===== src/rtl/pipe_stage_elastic.sv =====
// pipe_stage_elastic: 2-entry skid-buffered elastic stage with flush/stall; define PIPE_STAGE_PERF_EN for bubble/backpressure counters
module pipe_stage_elastic #(
  parameter int DATA_W   = 128,
  parameter bit RST_ZERO = 1'b1,
  parameter int CNT_W    = 32
) (
  input  logic              clk,
  input  logic              rst,
  input  logic              flush_i,
  input  logic              stall_i,
  input  logic              in_valid_i,
  output logic              in_ready_o,
  input  logic [DATA_W-1:0] in_data_i,
  output logic              out_valid_o,
  input  logic              out_ready_i,
  output logic [DATA_W-1:0] out_data_o,
  output logic [1:0]        occupancy_o
`ifdef PIPE_STAGE_PERF_EN
  ,
  output logic [CNT_W-1:0]  perf_bubble_o,
  output logic [CNT_W-1:0]  perf_bp_o
`endif
);
  typedef enum logic [1:0] {EMPTY = 2'b00, ONE = 2'b10, FULL = 2'b11} state_t;
  state_t r_state, w_state_nxt;
  logic [DATA_W-1:0] r_head, r_skid, w_head_nxt, w_skid_nxt;
  logic w_head_v, w_skid_v, w_acc, w_dlv;
  assign w_head_v    = r_state[1];
  assign w_skid_v    = r_state[0];
  assign in_ready_o  = !w_skid_v && !stall_i;
  assign out_valid_o = w_head_v && !stall_i;
  assign out_data_o  = r_head;
  assign occupancy_o = {1'b0, w_head_v} + {1'b0, w_skid_v};
  assign w_acc       = in_valid_i && in_ready_o;
  assign w_dlv       = out_valid_o && out_ready_i;
  always_comb begin
    w_state_nxt = r_state;
    w_head_nxt  = r_head;
    w_skid_nxt  = r_skid;
    unique case (r_state)
      EMPTY: begin
        w_head_nxt  = w_acc ? in_data_i : r_head;
        w_state_nxt = w_acc ? ONE : EMPTY;
      end
      ONE: begin
        w_head_nxt  = (w_acc && w_dlv) ? in_data_i : r_head;
        w_skid_nxt  = (w_acc && !w_dlv) ? in_data_i : r_skid;
        w_state_nxt = (w_acc && !w_dlv) ? FULL : (!w_acc && w_dlv) ? EMPTY : ONE;
      end
      FULL: begin
        w_head_nxt  = w_dlv ? r_skid : r_head;
        w_state_nxt = w_dlv ? ONE : FULL;
      end
      default: w_state_nxt = EMPTY;
    endcase
    if (flush_i) begin
      w_state_nxt = EMPTY;
      w_head_nxt  = RST_ZERO ? '0 : w_head_nxt;
      w_skid_nxt  = RST_ZERO ? '0 : w_skid_nxt;
    end
  end
  always_ff @(posedge clk) begin
    if (rst) begin
      r_state <= EMPTY;
      if (RST_ZERO) begin
        r_head <= '0;
        r_skid <= '0;
      end
    end else begin
      r_state <= w_state_nxt;
      r_head  <= w_head_nxt;
      r_skid  <= w_skid_nxt;
    end
  end
`ifdef PIPE_STAGE_PERF_EN
  logic [CNT_W-1:0] r_bubble, r_bp;
  assign perf_bubble_o = r_bubble;
  assign perf_bp_o     = r_bp;
  always_ff @(posedge clk) begin
    if (rst) begin
      r_bubble <= '0;
      r_bp     <= '0;
    end else begin
      if (out_ready_i && !w_head_v && !stall_i && !(&r_bubble)) r_bubble <= r_bubble + 1'b1;
      if (w_head_v && !out_ready_i && !stall_i && !(&r_bp)) r_bp <= r_bp + 1'b1;
    end
  end
`endif
endmodule


===== config.mk =====
export PLATFORM = sky130hd
export DESIGN_NAME = pipe_stage_elastic
export DESIGN_NICKNAME = d
export VERILOG_FILES = /design/src/rtl/pipe_stage_elastic.sv
export SDC_FILE = /design/constraint.sdc
export NUM_CORES = 1
export LEC_CHECK = 0
export CORE_MARGIN = 8
export CORE_UTILIZATION = 54
export CTS_CLUSTER_SIZE = 16
export DETAILED_ROUTE_END_ITERATION = 8
export GPL_TIMING_DRIVEN = 0
export PLACE_DENSITY = 0.81
export SYNTH_ARGS = -nofsm -noshare
export SYNTH_HDL_FRONTEND = slang
export SYNTH_SLANG_ARGS = --single-unit

===== constraint.sdc =====
create_clock -name clk -period 5.05 [get_ports clk]
set_input_delay 0.505 -clock clk [delete_from_list [all_inputs] [get_ports clk]]
set_output_delay 0.505 -clock clk [all_outputs]
set_load 0.005 [all_outputs]

* Yosys cells after proc, flatten, opt, wreduce, memory -nomap -nowiden
Index checks and enable logic that the tools add are counted.
** Word-level totals
- Register bits :: 258
- Output and inout bits :: 132
** Operators by class
- Reductions and logical operators :: 16
- $add $sub $neg :: 1
- Eq/ne operators :: 5
- Muxes and demuxes :: 9
** Operators with widths (number)
- $mux W128 :: 3
- $pmux W128 S3 :: 1
- $logic_and A1 B1 Y1 :: 7
- $mux W2 :: 3
- $ne A2 B2 Y1 const B :: 3
- $pmux W2 S3 :: 1
- $eq A2 B2 Y1 const B :: 2
- $logic_not A1 Y1 :: 4
- $reduce_and A4 Y1 :: 1
- $reduce_bool A3 Y1 :: 1
- $add A1 B1 Y2 :: 1
- $logic_not A2 Y1 :: 1
- $reduce_and A2 Y1 :: 1
- $reduce_or A2 Y1 :: 1
- $mux W1 :: 1

* Logic depth before layout (Yosys ltp)
Gate-level depths: netlist (run 1).
- Word-level depth :: 8
- Mapped depth :: 7
- Depth with buffers taken out :: 5

* Worst setup path before layout (run 1)
Ideal clock, no wire load.
- Kind :: input-to-reg
- Start point :: input port stall_i
- End point :: register r_head[111], in the netlist out_data_o[111]
- Data arrival time :: 1.842 ns
- Library setup time :: 0.141 ns
- Slack :: 3.067 ns
- Stages on the path :: 6
- Data required time :: 4.909 ns
- Cells stage by stage :: or3b_4 a221oi_4 and2_4 buf_12 buf_12 a211oi_2
** Between the ends
- Longest elaborated chain between the ends :: 6
** Ends and longest elaborated chain
- start, declared :: line 10 : input logic stall_i,
- $logic_not A1 Y1 * :: line 30, 31
- $logic_and A1 B1 Y1, on equally long branches :: line 30, 31
- $logic_and A1 B1 Y1, on equally long branches :: line 34, 35
- $logic_and A1 B1 Y1 :: line 46 : w_head_nxt = (w_acc && w_dlv) ? in_data_i : r_head;
- $ne A2 B2 Y1 (no source line)
- $reduce_and A4 Y1 (no source line) *
- end signal, assigned :: line 71 : r_head <= w_head_nxt;
- end, declared :: line 26 : logic [DATA_W-1:0] r_head, r_skid, w_head_nxt, w_skid_nxt;
Every way passes the cells marked *; elsewhere a longest branch is shown, timed or not.
A chain may end at the register's enable or synchronous reset.

* Worst setup path after layout (run 1)
- Start point :: input port stall_i
- End point :: register r_skid[95]
** Between the ends
- Longest elaborated chain between the ends :: 6
** Ends and longest elaborated chain
- $logic_not A1 Y1 * :: line 30, 31
- $logic_and A1 B1 Y1 :: line 31 : assign out_valid_o = w_head_v && !stall_i;
- $logic_and A1 B1 Y1 :: line 35 : assign w_dlv = out_valid_o && out_ready_i;
- $logic_not A1 Y1 :: line 47 : w_skid_nxt = (w_acc && !w_dlv) ? in_data_i : r_skid;
- $logic_and A1 B1 Y1 * :: line 47
- $reduce_and A2 Y1 (no source line) *
- end signal, assigned :: line 72 : r_skid <= w_skid_nxt;
- end, declared :: line 26
Marks and branches as above.

==> impl_metrics.yaml, run 1 <==
worst_hold_path:
  hp-class: "reg2reg"
worst_setup_path:
  worstPathRequired_ns: 5.51
  cp_max_fo: 10
  arrival_ns: 2.90
  crit_path_max_incr_delay_ns: 0.62
  worst_path_max_delay_cell: "clkbuf_1"
  cp-end-kind: "flip-flop"
  crit_chain: "clkdlybuf4s50_1 -> nor3b_1 -> and3_1 -> clkbuf_1 -> buf_2 -> nand2_1 -> a21oi_1"
  startpoint_type: "input pin"
  path_class: "in2reg"
sta:
  tns_ns: 0
  finClkSkew_ns: 0.00709
  worst_slew_pin_slew_ns: 0.834
  fmax_mhz: 410
  period_needed_ns: 2.44
  relSlewSlack: 0.444
  slew_violations: 0
  setup_viol: 0
  fin_crit_sh: 0.483
  grt_setup_unrepaired: "no"
  hold_viol: 0
floorplan:
  die_x_um: 163
  fp.coreArea_um2: 21100
  io_pins: 266
  rows: 53
  die_y_um: 163
  initial_utilization: 0.551
  dieArea_um2: 26500
global_route:
  grt-ovfl-total: 0
  first_global_vias: 9631
  grt_max_degree: 14
  antenna_found_initial: 3
  globalRouteTotalUtil: 0.238
  grt_pass1_wl_um: 51800
synth:
  async_flop_share: 0
  ys_seq_elements: 258
  synth-main-ff-cell: "dfxtp_1"
  yosysTopAreaCellShare: 0.445
  yosysTopAreaCell: "dfxtp_1"
  synth_edf_count: 0
  synth.area.top_cells: "dfxtp_1 44%, a211oi_2 13%, a21oi_1 11%"
  netlist_instances: 1166
  syn_area_um2: 11600
  synth_cell_types: 31
  yosys_warnings: 0
  syn_avg_cell_area_um2: 9.96
  ys_seq_area_frac: 0.445
  syn_nets: 1304
cts:
  clk_path_buf_depth: 3
  ctsRootBufferMaster: "clkbuf_16"
  htreeDepth: 1
  postCtsHoldBufs: 0
  clk_latency_ns: 0.54
  cts_setup_buffers: 0
  cts_tree: "built"
  cts_sinks: 258
  cts_buffers: 28
  post_cts_resized: 0
  clkTransAtPathRegs_ns: 0.06
finish:
  utilization: 0.739
  nFillCells: 1532
  fin_area_um2: 15600
  syn_to_final_growth_pct: 34.2
  drive_gt1_frac: 0.161
  multi_input_comb_area_um2: 5270
  seq_area_um2: 5160
  final_nets: 1599
drt:
  route.antenna.remaining_nets: 0
  wl_um: 33100
  drt_iter0_markers: 550
  dr_total_vias: 9610
  post_drt_wl_per_cell_um: 18.8
  route.detailed.drc: 0
  viasPerCell: 5.46
  drtPass1Iterations: 5
power:
  vdd_ir_drop_max_uv: 257
  p_per_area_nw_per_um2: 313
  p_leak_nw: 4.94
  total_power_mw: 4.88
outcome:
  status: "completed"
placed_design:
  hpwl_um: 23100
  placed_area_um2: 14600
  routabilityCongestion: 0.806
  numPortBuffers: 265
job:
  max-cap-violations: 0
[final cells by class]
| class | count | share of cell area |
|---|---|---|
| clock buffers | 43 | 0.0544 |
| well taps | 275 | 0.0221 |
| diodes | 3 | 0.000481 |
| clock inverters | 8 | 0.00786 |
| repair buffers | 265 | 0.170 |
| plain buffers | 114 | 0.0753 |
| inverters | 2 | 0.000481 |
| flip-flops and latches | 258 | 0.331 |
| multi-input cells | 792 | 0.338 |
[cell families (layout without fill, tap and decap cells)]
logic type | after synthesis | in the layout | share of synthesized area
AOI/OAI and AO/OA | 389 | 389 | 0.249
and+or+nand+nor | 271 | 271 | 0.0901
DFF | 258 | 258 | 0.445
muxes | 128 | 128 | 0.110
buffers and inverters | 116 | 432 | 0.102
adders and majority gates | 4 | 4 | 0.00431
other | 0 | 3 | 0
[cell usage after synthesis (all sizes together), types with 2 or more instances]
library cell	instances
buf	54
inv	2
a21oi	258
nor2	5
ha	4
dfxtp	258
a211oi	128
dlygate4sd1	5
mux2i	128
clkbuf	54
nand2	257
[worst paths after layout]
| path | cells past startpoint | from | slack [ns] | to |
|---|---|---|---|---|
| max | 7 | stall_i | 2.61 | r_skid[95] |
| min | 2 | r_skid[101] | 0.45 | r_skid[101] |
| max reg2reg | 7 | r_state[0] | 2.65 | r_skid[95] |
| min reg2reg | 2 | r_skid[101] | 0.45 | r_skid[101] |
[report_power, final]
part / switching, mW / internal, mW / leakage [nW]
sequential: 0.0301 / 2.08 / 2.09
clock: 0.823 / 1.30 / 0.478
combinational: 0.301 / 0.339 / 2.38
[flip-flops by register name, summed over array words and instances, names as in the netlist]
register	flops
out_data_o	128
r_skid	128
r_state	2
[worst max-delay path, delay by kind of cell]
kind / cells / cell delay (ns)
buf+inv: 3 / 1.46
simple gates: 3 / 0.79
compound gates: 1 / 0.14
[through the flow]
stage | setup WS (ns) | hold slack, ns | std cells
after floorplan | 3.07 | 0.436 | 1166
after global placement | 2.26 | 0.440 | 1706
after detailed placement | 2.18 | 0.446 | 1706
after CTS | 2.64 | 0.454 | 1757
after global routing | 2.52 | 0.468 | 1760
final | 2.61 | 0.453 | 1760
[cell usage in the layout, fill, tap and decap left out, types with 4 or more instances in the layout]
master / instances
a211oi_1: 8
a211oi_2: 120
a21oi_1: 258
buf_12: 22
buf_2: 13
buf_6: 7
buf_8: 9
clkbuf_1: 43
clkbuf_16: 29
clkbuf_8: 25
clkdlybuf4s50_1: 265
dfxtp_1: 258
dlygate4sd1_1: 5
ha_1: 4
mux2i_1: 128
nand2_1: 257
nor2_1: 5
[layer usage]
layer / GRT usage / wire, um / up-vias
li1: - / - / 4687
met1: 0.309 / 14300 / 4583
met2: 0.393 / 15900 / 293
met3: 0.0485 / 2240 / 47
met4: 0.0717 / 694 / 0
met5: 0 / 0 / -
Power figures use the tool's default switching activity.
==> inputs of run 2 (changes only) <==
CORE_UTILIZATION = 46   (was 54)
PLACE_DENSITY = 0.73   (was 0.81)
clock period = 2.2 ns   (was 5.05 ns; I/O delays follow)
==> run 2 against run 1 <==
Compared with the run above: global-route usage shrank 3.0 points; critical path depth shrank 4; combinational power grew 130%; sequential power grew 130%; largest power group is now registers.
==> impl_metrics.yaml, run 2 (synthesis gave the netlist of run 1 again) <==
sta:
  worst_slew_pin_slew_ns: 0.918
  relSlewSlack: 0.388
  finClkSkew_ns: 0.0166
  fmax_mhz: 474
  slew_violations: 0
  period_needed_ns: 2.11
  setup_viol: 0
  setup_ws_ns: 0.0885
  grt_setup_unrepaired: "no"
  fin_crit_sh: 0.960
  hold_viol: 0
  tns_ns: 0
  hold_ws_ns: 0.244
drt:
  route.antenna.remaining_nets: 0
  dr_total_vias: 9540
  viasPerCell: 5.25
  route.detailed.drc: 0
  post_drt_wl_per_cell_um: 18.3
  drtPass1Iterations: 5
  wl_um: 33300
  drt_iter0_markers: 609
finish:
  syn_to_final_growth_pct: 34.6
  layout_commonest_cell: "clkdlybuf4s50_1"
  layout_common_cells: "265 x clkdlybuf4s50_1, 258 x a21oi_1, 257 x nand2_1, 257 x dfxtp_1, 128 x mux2i_1"
  drive_gt1_frac: 0.175
  nFillCells: 2086
  utilization: 0.626
  final_nets: 1598
worst_setup_path:
  cp_max_fo: 5
  crit_path_max_incr_delay_ns: 0.55
  worst_path_max_delay_cell: "clkdlybuf4s50_1"
  arrival_ns: 1.89
  path_class: "reg2out"
  crit_chain: "inv_1 -> ha_1 -> clkdlybuf4s50_1"
  startpoint_type: "flip-flop"
  cp_top_family: "buffers and inverters"
  timing.critical_path.buf_inv: 2
  worstPathRequired_ns: 1.98
  cp-end-kind: "primary output"
cts:
  clk_path_buf_depth: 3
  cts_sinks: 258
  htreeDepth: 1
  cts_buffers: 28
  postCtsHoldBufs: 0
  ctsRootBufferMaster: "clkbuf_16"
  clkTransAtPathRegs_ns: 0.06
  cts_tree: "built"
  clk_latency_ns: 0.54
power:
  p_per_area_nw_per_um2: 697
  p_leak_nw: 4.96
  vdd_ir_drop_max_uv: 440
  total_power_mw: 10.9
placed_design:
  dp_slack_ns: -0.444
  numPortBuffers: 265
  hpwl_um: 23500
  routabilityCongestion: 0.803
global_route:
  first_global_vias: 9670
  antenna_found_initial: 5
  grt-ovfl-total: 0
  globalRouteTotalUtil: 0.208
  grt_max_degree: 20
  grt_pass1_wl_um: 52600
floorplan:
  fp.coreArea_um2: 25000
  io_pins: 266
  die_x_um: 175
  initial_utilization: 0.465
  dieArea_um2: 30600
  die_y_um: 175
  rows: 58
job:
  max-cap-violations: 0
worst_hold_path:
  hp-class: "in2reg"
outcome:
  status: "completed"
run 2: cell types whose count changed in the layout (fill, tap and decap cells not counted), sizes merged:
| cell | change |
|---|---|
| bufinv | -3 |
| diode | +3 |
| clkinvlp | +2 |
| buf | -1 |
| clkbuf | +1 |
| clkinv | +1 |
| dlygate4sd1 | -1 |
| inv | +1 |
run 2: worst register-to-register path, delay by kind of cell, from the launching register on:
family / cells / cell delay, ns
AOI/OAI and AO/OA: 3 / 0.72
buffers and inverters: 2 / 0.64
DFF: 1 / 0.42
and+or+nand+nor: 1 / 0.22
run 2: stage by stage:
step           cells  instance area (um^2)
3_3_place_gp    1761                 14700
3_5_place_dp    1761                 14700
6_report        1818                 15600
2_1_floorplan   1166                 11600
5_1_grt         1817                 15600
4_1_cts         1812                 15600
run 2: power by group:
part,switching [mW],total (mW),leakage (nW),internal (mW)
clock,1.92,4.57,0.448,2.65
sequential,0.0677,4.85,2.09,4.78
combinational,0.692,1.47,2.42,0.779
total,2.68,10.9,4.96,8.22
run 2: layout make-up:
type	instances	area (um^2)	share of cell area
Inverter	2	7.51	0.000480
Sequential cell	258	5170	0.330
Antenna cell	6	15.0	0.000960
Tap cell	330	413	0.0264
Clock inverter	9	65.1	0.00416
Multi-Input combinational cell	792	5270	0.337
Clock buffer	43	847	0.0542
Timing Repair Buffer	265	2650	0.170
Buffer	113	1200	0.0765
run 2: final timing paths:
path / start / slack [ns] / endpoint / depth (start not counted)
max: r_state[1] / 0.09 / occupancy_o[0] / 3
min: in_data_i[71] / 0.24 / r_skid[71] / 3
max reg2reg: r_state[1] / 0.13 / out_data_o[0] / 6
min reg2reg: r_skid[90] / 0.45 / r_skid[90] / 2
run 2: layer usage:
layer  track usage  share of wire  up-vias
li1              -              -     4700
met1         0.266           0.44     4550
met2         0.338           0.48      237
met3        0.0449          0.054       53
met4        0.0774          0.029        0
met5             0              0        -
run 2: repair_timing:
action / CTS / global route
setup endpoints to repair: 138 / 213
setup buffers: 0 / 0
gates cloned: 0 / 0
gates resized for setup: 4 / 31
